### src/rtl/dff_pkg.sv
// Shared defaults and helpers for the dff_pipe valid/data delay line.
package dff_pkg;

    localparam int unsigned DEF_WIDTH  = 8;
    localparam int unsigned DEF_STAGES = 4;

    // Bits needed to count 0..stages inclusive.
    function automatic int unsigned occ_width(input int unsigned stages);
        return $clog2(stages + 1);
    endfunction

endpackage

### src/rtl/dff_stage.sv
// One pipeline stage: a valid flop plus a data flop with enable, flush and
// optional hold-on-invalid gating of the data register.
module dff_stage #(
    parameter int unsigned    WIDTH           = 8,
    parameter logic [WIDTH-1:0] RESET_VAL     = '0,
    parameter bit             HOLD_ON_INVALID = 1'b1
) (
    input  logic             clk,
    input  logic             rst_n,
    input  logic             i_en,
    input  logic             i_flush,
    input  logic             i_valid,
    input  logic [WIDTH-1:0] i_data,
    output logic             o_valid,
    output logic [WIDTH-1:0] o_data
);

    logic             r_valid;
    logic [WIDTH-1:0] r_data;

    always_ff @(posedge clk or negedge rst_n) begin
        if (!rst_n) begin
            r_valid <= 1'b0;
            r_data  <= RESET_VAL;
        end else if (i_flush) begin
            r_valid <= 1'b0;
            r_data  <= RESET_VAL;
        end else if (i_en) begin
            r_valid <= i_valid;
            if (!HOLD_ON_INVALID || i_valid) begin
                r_data <= i_data;
            end
        end
    end

    assign o_valid = r_valid;
    assign o_data  = r_data;

endmodule

### src/rtl/dff_pipe.sv
// Parameterised valid/data delay line of STAGES registers with enable,
// synchronous flush and a registered occupancy counter.
module dff_pipe
    import dff_pkg::*;
#(
    parameter int unsigned      WIDTH           = DEF_WIDTH,
    parameter int unsigned      STAGES          = DEF_STAGES,
    parameter logic [WIDTH-1:0] RESET_VAL       = '0,
    parameter bit               HOLD_ON_INVALID = 1'b1
) (
    input  logic                           clk,
    input  logic                           rst_n,
    input  logic                           en,
    input  logic                           flush,
    input  logic                           in_valid,
    input  logic [WIDTH-1:0]               d,
    output logic [WIDTH-1:0]               q,
    output logic                           out_valid,
    output logic [occ_width(STAGES)-1:0]   occ
);

    localparam int unsigned OCC_W = occ_width(STAGES);

    logic [STAGES:0]  w_v;
    logic [WIDTH-1:0] w_d [0:STAGES];
    logic [OCC_W-1:0] r_occ;
    logic             w_enter;
    logic             w_leave;

    assign w_v[0] = in_valid;
    assign w_d[0] = d;

    for (genvar k = 0; k < STAGES; k++) begin : g_stage
        dff_stage #(
            .WIDTH          (WIDTH),
            .RESET_VAL      (RESET_VAL),
            .HOLD_ON_INVALID(HOLD_ON_INVALID)
        ) u_stage (
            .clk    (clk),
            .rst_n  (rst_n),
            .i_en   (en),
            .i_flush(flush),
            .i_valid(w_v[k]),
            .i_data (w_d[k]),
            .o_valid(w_v[k+1]),
            .o_data (w_d[k+1])
        );
    end

    // Occupancy tracks the word entering stage 0 and the word leaving the last stage.
    assign w_enter = in_valid;
    assign w_leave = w_v[STAGES];

    always_ff @(posedge clk or negedge rst_n) begin
        if (!rst_n) begin
            r_occ <= '0;
        end else if (flush) begin
            r_occ <= '0;
        end else if (en) begin
            if (w_enter && !w_leave) begin
                r_occ <= r_occ + OCC_W'(1);
            end else if (!w_enter && w_leave) begin
                r_occ <= r_occ - OCC_W'(1);
            end
        end
    end

    assign q         = w_d[STAGES];
    assign out_valid = w_v[STAGES];
    assign occ       = r_occ;

endmodule

### config.mk
export PLATFORM = sky130hd
export DESIGN_NAME = dff_pipe
export DESIGN_NICKNAME = d
export VERILOG_FILES = /design/src/rtl/dff_pkg.sv /design/src/rtl/dff_stage.sv /design/src/rtl/dff_pipe.sv
export SDC_FILE = /design/constraint.sdc
export NUM_CORES = 1
export LEC_CHECK = 0
export ABC_AREA = 1
export BUFFER_PORTS_ARGS = -buffer_cell sky130_fd_sc_hd__buf_2
export CORE_MARGIN = 4
export CORE_UTILIZATION = 59
export DETAILED_ROUTE_END_ITERATION = 6
export MAX_ROUTING_LAYER = met4
export PLACE_DENSITY = 0.8
export SYNTH_ARGS = -nofsm -noshare
export SYNTH_HDL_FRONTEND = slang
export SYNTH_SLANG_ARGS = --single-unit
### constraint.sdc
create_clock -name clk -period 2.3 [get_ports clk]
set_clock_uncertainty 0.15 [all_clocks]
set_input_delay 0.23 -clock clk [delete_from_list [all_inputs] [get_ports clk]]
set_output_delay 0.23 -clock clk [all_outputs]
set_load 0.05 [all_outputs]
### Word level (Yosys, flattened, before mapping)

Cells that the tools add are included.

| operators by class | value |
|---|---|
| add/sub/neg operators | 2 |
| muxes and demuxes | 24 |
| reductions and logical operators | 15 |

Operator list:

| operator | count |
|---|---|
| $mux 8 | 12 |
| $mux 3 | 4 |
| $reduce_and 2->1 | 5 |
| $reduce_bool 2->1 | 5 |
| $mux 1 | 8 |
| $add 3x1->3 const B | 1 |
| $reduce_bool 3->1 | 1 |
| $sub 3x1->3 const B | 1 |
| $logic_and 1x1->1 | 2 |
| $logic_not 1->1 | 2 |

| word-level totals | value |
|---|---|
| bits in registers | 39 |
| input port bits | 13 |

### Logic depth before layout (Yosys ltp)

| depth | value |
|---|---|
| depth after elaboration | 6 |
| mapped depth | 11 |
| depth with buffers taken out | 11 |

### Modules after synthesis

A second synthesis with hierarchy kept.

| unflattened totals | value |
|---|---|
| cells, all modules | 258 |
| area, all modules | 1,961.9 um^2 |

Modules (own cells, without submodules):

| module | times used | cells an instance | area an instance (um^2) |
|---|---|---|---|
| dff_stage | 4 | 56 | 435.4 |
| dff_pipe | 1 | 34 | 220.2 |

### Worst setup path after synthesis

No wires, ideal clock.

| timing path | value |
|---|---|
| path kind | register to register |
| start point | register g_stage[3].u_stage.r_valid |
| end point | register r_occ[2] (netlist: occ[2]) |
| setup time | 0.119 ns |
| arrival time | 1.564 ns |
| data required time | 2.031 ns |
| slack | 0.467 ns |
| cell stages (with the launch flop) | 11 |
| clock period less this slack | 1.833 ns |
| path through | dfrtp_1 inv_1 nand2_1 inv_1 fa_1 nand2_1 nand2_1 nand2_1 nand2_1 nand2_1 nand2_1 |

| on the way | value |
|---|---|
| longest elaborated chain between the ends | 5 |
| elaborated cells between the ends (all ways) | 8 |
| classes of those cells | mux: 3; reduce/logical: 5 |

Ends and longest elaborated chain:

| element | line | text |
|---|---|---|
| start, declared | dff_stage.sv:18 | `logic r_valid;` |
| start signal, assigned | dff_stage.sv:29 | `r_valid <= i_valid;` |
| $logic_not 1->1 | dff_pipe.sv:60 | `if (w_enter && !w_leave) begin` |
| $logic_and 1x1->1 | dff_pipe.sv:60 |  |
| $mux 3 | dff_pipe.sv:60 |  |
| $mux 3 | dff_pipe.sv:59 | `end else if (en) begin` |
| $mux 3 | dff_pipe.sv:57 | `end else if (flush) begin` |
| end signal, assigned | dff_pipe.sv:61 | `r_occ <= r_occ + OCC_W'(1);` |
| end signal, assigned | dff_pipe.sv:63 | `r_occ <= r_occ - OCC_W'(1);` |
| end, declared | dff_pipe.sv:26 | `logic [OCC_W-1:0] r_occ;` |

Several ways; a longest one is shown, not always the timed one. The select of a mux whose other input is x is not followed.
A chain may end at the register's enable or synchronous reset.

### Final worst setup path

Same ends and word-level chain as after synthesis.

==> flow_summary.yaml <==
clock_network:
  clockBufferDepth: 2
  path_clk_slew_ns: 0.11
  postCtsResizedCells: 0
  htree_levels: 2
  clock_latency_ns: 0.33
  cts_tree: "done"
  cts_sinks: 39
  cts_buffers: 5
  cts_root_buf: "clkbuf_4"
die:
  start_util_pct: 63.0
  coreArea_sq_um: 2540
  die_area_sq_um: 3620
  die_y_microns: 60.1
  die_w_microns: 60.1
  ios: 25
  rows: 18
min_path:
  hold_start: "flush"
  whs_endpoint: "g_stage[0].u_stage.o_valid"
  whs_path_depth: 2
  hold_path.class: "input port to register"
critical_path:
  worstSetupStartpointType: "register"
  cp_max_fo: 3
  r2r_end: "occ[2]"
  worstRegToRegCells: 10
  required_ns: 2.38
  rrSetupSlack_ns: 0.64
  crit_arrival_ns: 1.74
  criticalPathCategory: "register to register"
  r2r_start: "g_stage[3].u_stage.o_valid"
  end_kind: "register"
placement:
  portBuffers: 24
  place_ws_ns: 0.691
  dpl.hpwl_mm: 1.99
  dpl.cell_count: 211
  gp_congestion: 0.745
route:
  drt-initial-drc-count: 89
  dr.pass1.iters: 5
  vias: 1214
  viasPerCell: 5.32
  wl_mm: 2.94
  ant_nets: 0
  wire_per_inst_microns: 12.9
  route.detailed.drc: 0
grt:
  track_usage_pct: 20.8
  grt_pass1_wl_mm: 5.35
  overflow: 0
  grt_pass1_vias: 1289
  antenna_found_initial: 0
  grt_max_degree: 40
synthesis:
  synth_top_area_share_pct: 60.8
  synth.distinct_cells: 16
  avgSynthCellArea_sq_um: 9.96
  synthesis.instances: 161
  seq_area_frac_synth_pct: 60.8
  synth.area.top_cells: "dfrtp_1 (61%), inv_1 (8.0%), o22ai_1 (6.6%)"
  ys.warnings.count: 0
  netlist_area_sq_um: 1600
  syn_nets: 175
  ys_ff_latch: 39
  yosysTopAreaCell: "dfrtp_1"
layout:
  drive_gt1_share_pct: 19.2
  syn_to_final_growth_pct: 18.6
  n_fill_cell: 187
  instances_no_fill: 228
  utilization_pct: 74.8
  layout.nets: 211
  n_antenna_cell: 0
sta:
  worst_pin_slew_ns: 0.814
  setup_ws_ns: 0.644
  fmax_mhz: 604
  fin_crit_sh_pct: 72.0
  slew_headroom_pct: 45.8
  finalSetupTns_ns: 0
  setup_viol: 0
  grt_setup_unrepaired: "no"
  hold_violations: 0
  layout_min_cycle_time_ns: 1.66
  slew_violations: 0
outcome:
  outcome: "finished clean"
run:
  maxCapViolCount: 0
pwr:
  irDropWorstVdd_mv: 0.716
  p_leak_uw: 0.000926
  power_per_cell_area_nw_per_um2: 690
## sequential cells by signal, indices dropped and copies added (netlist names)
register,count
g_stage.u_stage.o_data,32
occ,3
g_stage.u_stage.o_valid,4
## logic make-up (layout without fill, tap and decap cells)
kind of cell | Yosys count | in the layout | synth area share (%)
DFF | 39 | 39 | 60.8
buffers and inverters | 39 | 76 | 10.5
adders and majority gates | 1 | 1 | 1.25
and+or+nand+nor | 44 | 44 | 14.2
AOI/OAI and AO/OA | 38 | 38 | 13.2
## worst max path at each step
stage | slack, ns | depth (start not counted) | from | to
after global placement | 0.82 | 10 | g_stage[3].u_stage.o_valid | occ[2]
after detailed placement | 0.69 | 10 | g_stage[3].u_stage.o_valid | occ[2]
after floorplan | 0.47 | 10 | g_stage[3].u_stage.o_valid | occ[2]
after global routing | 0.49 | 10 | g_stage[3].u_stage.o_valid | occ[2]
after CTS | 0.65 | 10 | g_stage[3].u_stage.o_valid | occ[2]
final | 0.64 | 10 | g_stage[3].u_stage.o_valid | occ[2]
## cell usage after synthesis
| cell | count |
|---|---|
| dfrtp_1 | 39 |
| inv_1 | 34 |
| nand3_1 | 21 |
| o22ai_1 | 17 |
| nand2_1 | 16 |
| o21ai_0 | 11 |
| o21ai_1 | 10 |
| nand3_2 | 3 |
| buf_6 | 2 |
| nand2_4 | 2 |
| buf_2 | 1 |
| buf_4 | 1 |
| fa_1 | 1 |
| inv_4 | 1 |
| nor2_1 | 1 |
| or2_1 | 1 |
## routing by layer
metal  share of wire [%]  routed length (microns)  track usage, %
met2                  51                     1500            34.0
met4                 1.5                       44            7.28
met5                   0                        0               -
met1                  42                     1240            24.0
met3                 5.2                      152            6.48
## through the flow
step           total power [uW]  area [sq um]  hold WS (ns)
2_1_floorplan               806          1600        -0.216
3_3_place_gp                837          1730         0.203
3_5_place_dp                844          1730         0.219
4_1_cts                    1320          1890       0.00229
5_1_grt                    1370          1900       0.00636
6_report                   1310          1900        0.0254
## layout by cell type (no fill, tap or decap)
| cell type | netlist | final |
|---|---|---|
| or2_1 | 1 | 1 |
| nand2_4 | 2 | 2 |
| dfrtp_1 | 39 | 39 |
| inv_1 | 34 | 34 |
| nand3_1 | 21 | 21 |
| nand2_1 | 16 | 16 |
| buf_2 | 1 | 24 |
| clkbuf_8 | 0 | 1 |
| fa_1 | 1 | 1 |
| o21ai_1 | 10 | 10 |
| nor2_1 | 1 | 1 |
| nand3_2 | 3 | 3 |
| o21ai_0 | 11 | 11 |
| dlygate4sd3_1 | 0 | 9 |
| inv_4 | 1 | 1 |
| clkinv_2 | 0 | 1 |
| bufinv_16 | 0 | 1 |
| clkbuf_4 | 0 | 5 |
| o22ai_1 | 17 | 17 |
## power breakdown
group	switching (uW)	leakage, uW	internal [uW]	total (uW)
registers	9.73	0.000534	705	715
clock network	213	0.0000482	257	469
logic	86.8	0.000343	42.5	129
total	309	0.000926	1000	1310
## critical path, stage by stage (launching register included)
cell and delay, ns:
dfrtp_1 0.38, inv_1 0.05, nand2_1 0.09, inv_1 0.07, fa_1 0.39, nand2_1 0.12
nand2_1 0.07, nand2_1 0.06, nand2_1 0.05, nand2_1 0.07, nand2_1 0.06
## area by class of cell
type | instances | area [sq um] | area share (%)
clock inverter | 2 | 35.0 | 1.84
inverter | 35 | 134 | 7.03
tap | 30 | 37.5 | 1.97
clock buffer | 6 | 51.3 | 2.70
sequential | 39 | 976 | 51.3
timing repair buffer | 33 | 210 | 11.0
multi-input combinational | 83 | 459 | 24.1
## what timing repair did
item | CTS | global route
setup buffers | 0 | 0
hold endpoints to repair | 46 | 1
hold buffers | 8 | 1
Note: power is estimated with default switching activity, not from simulation.
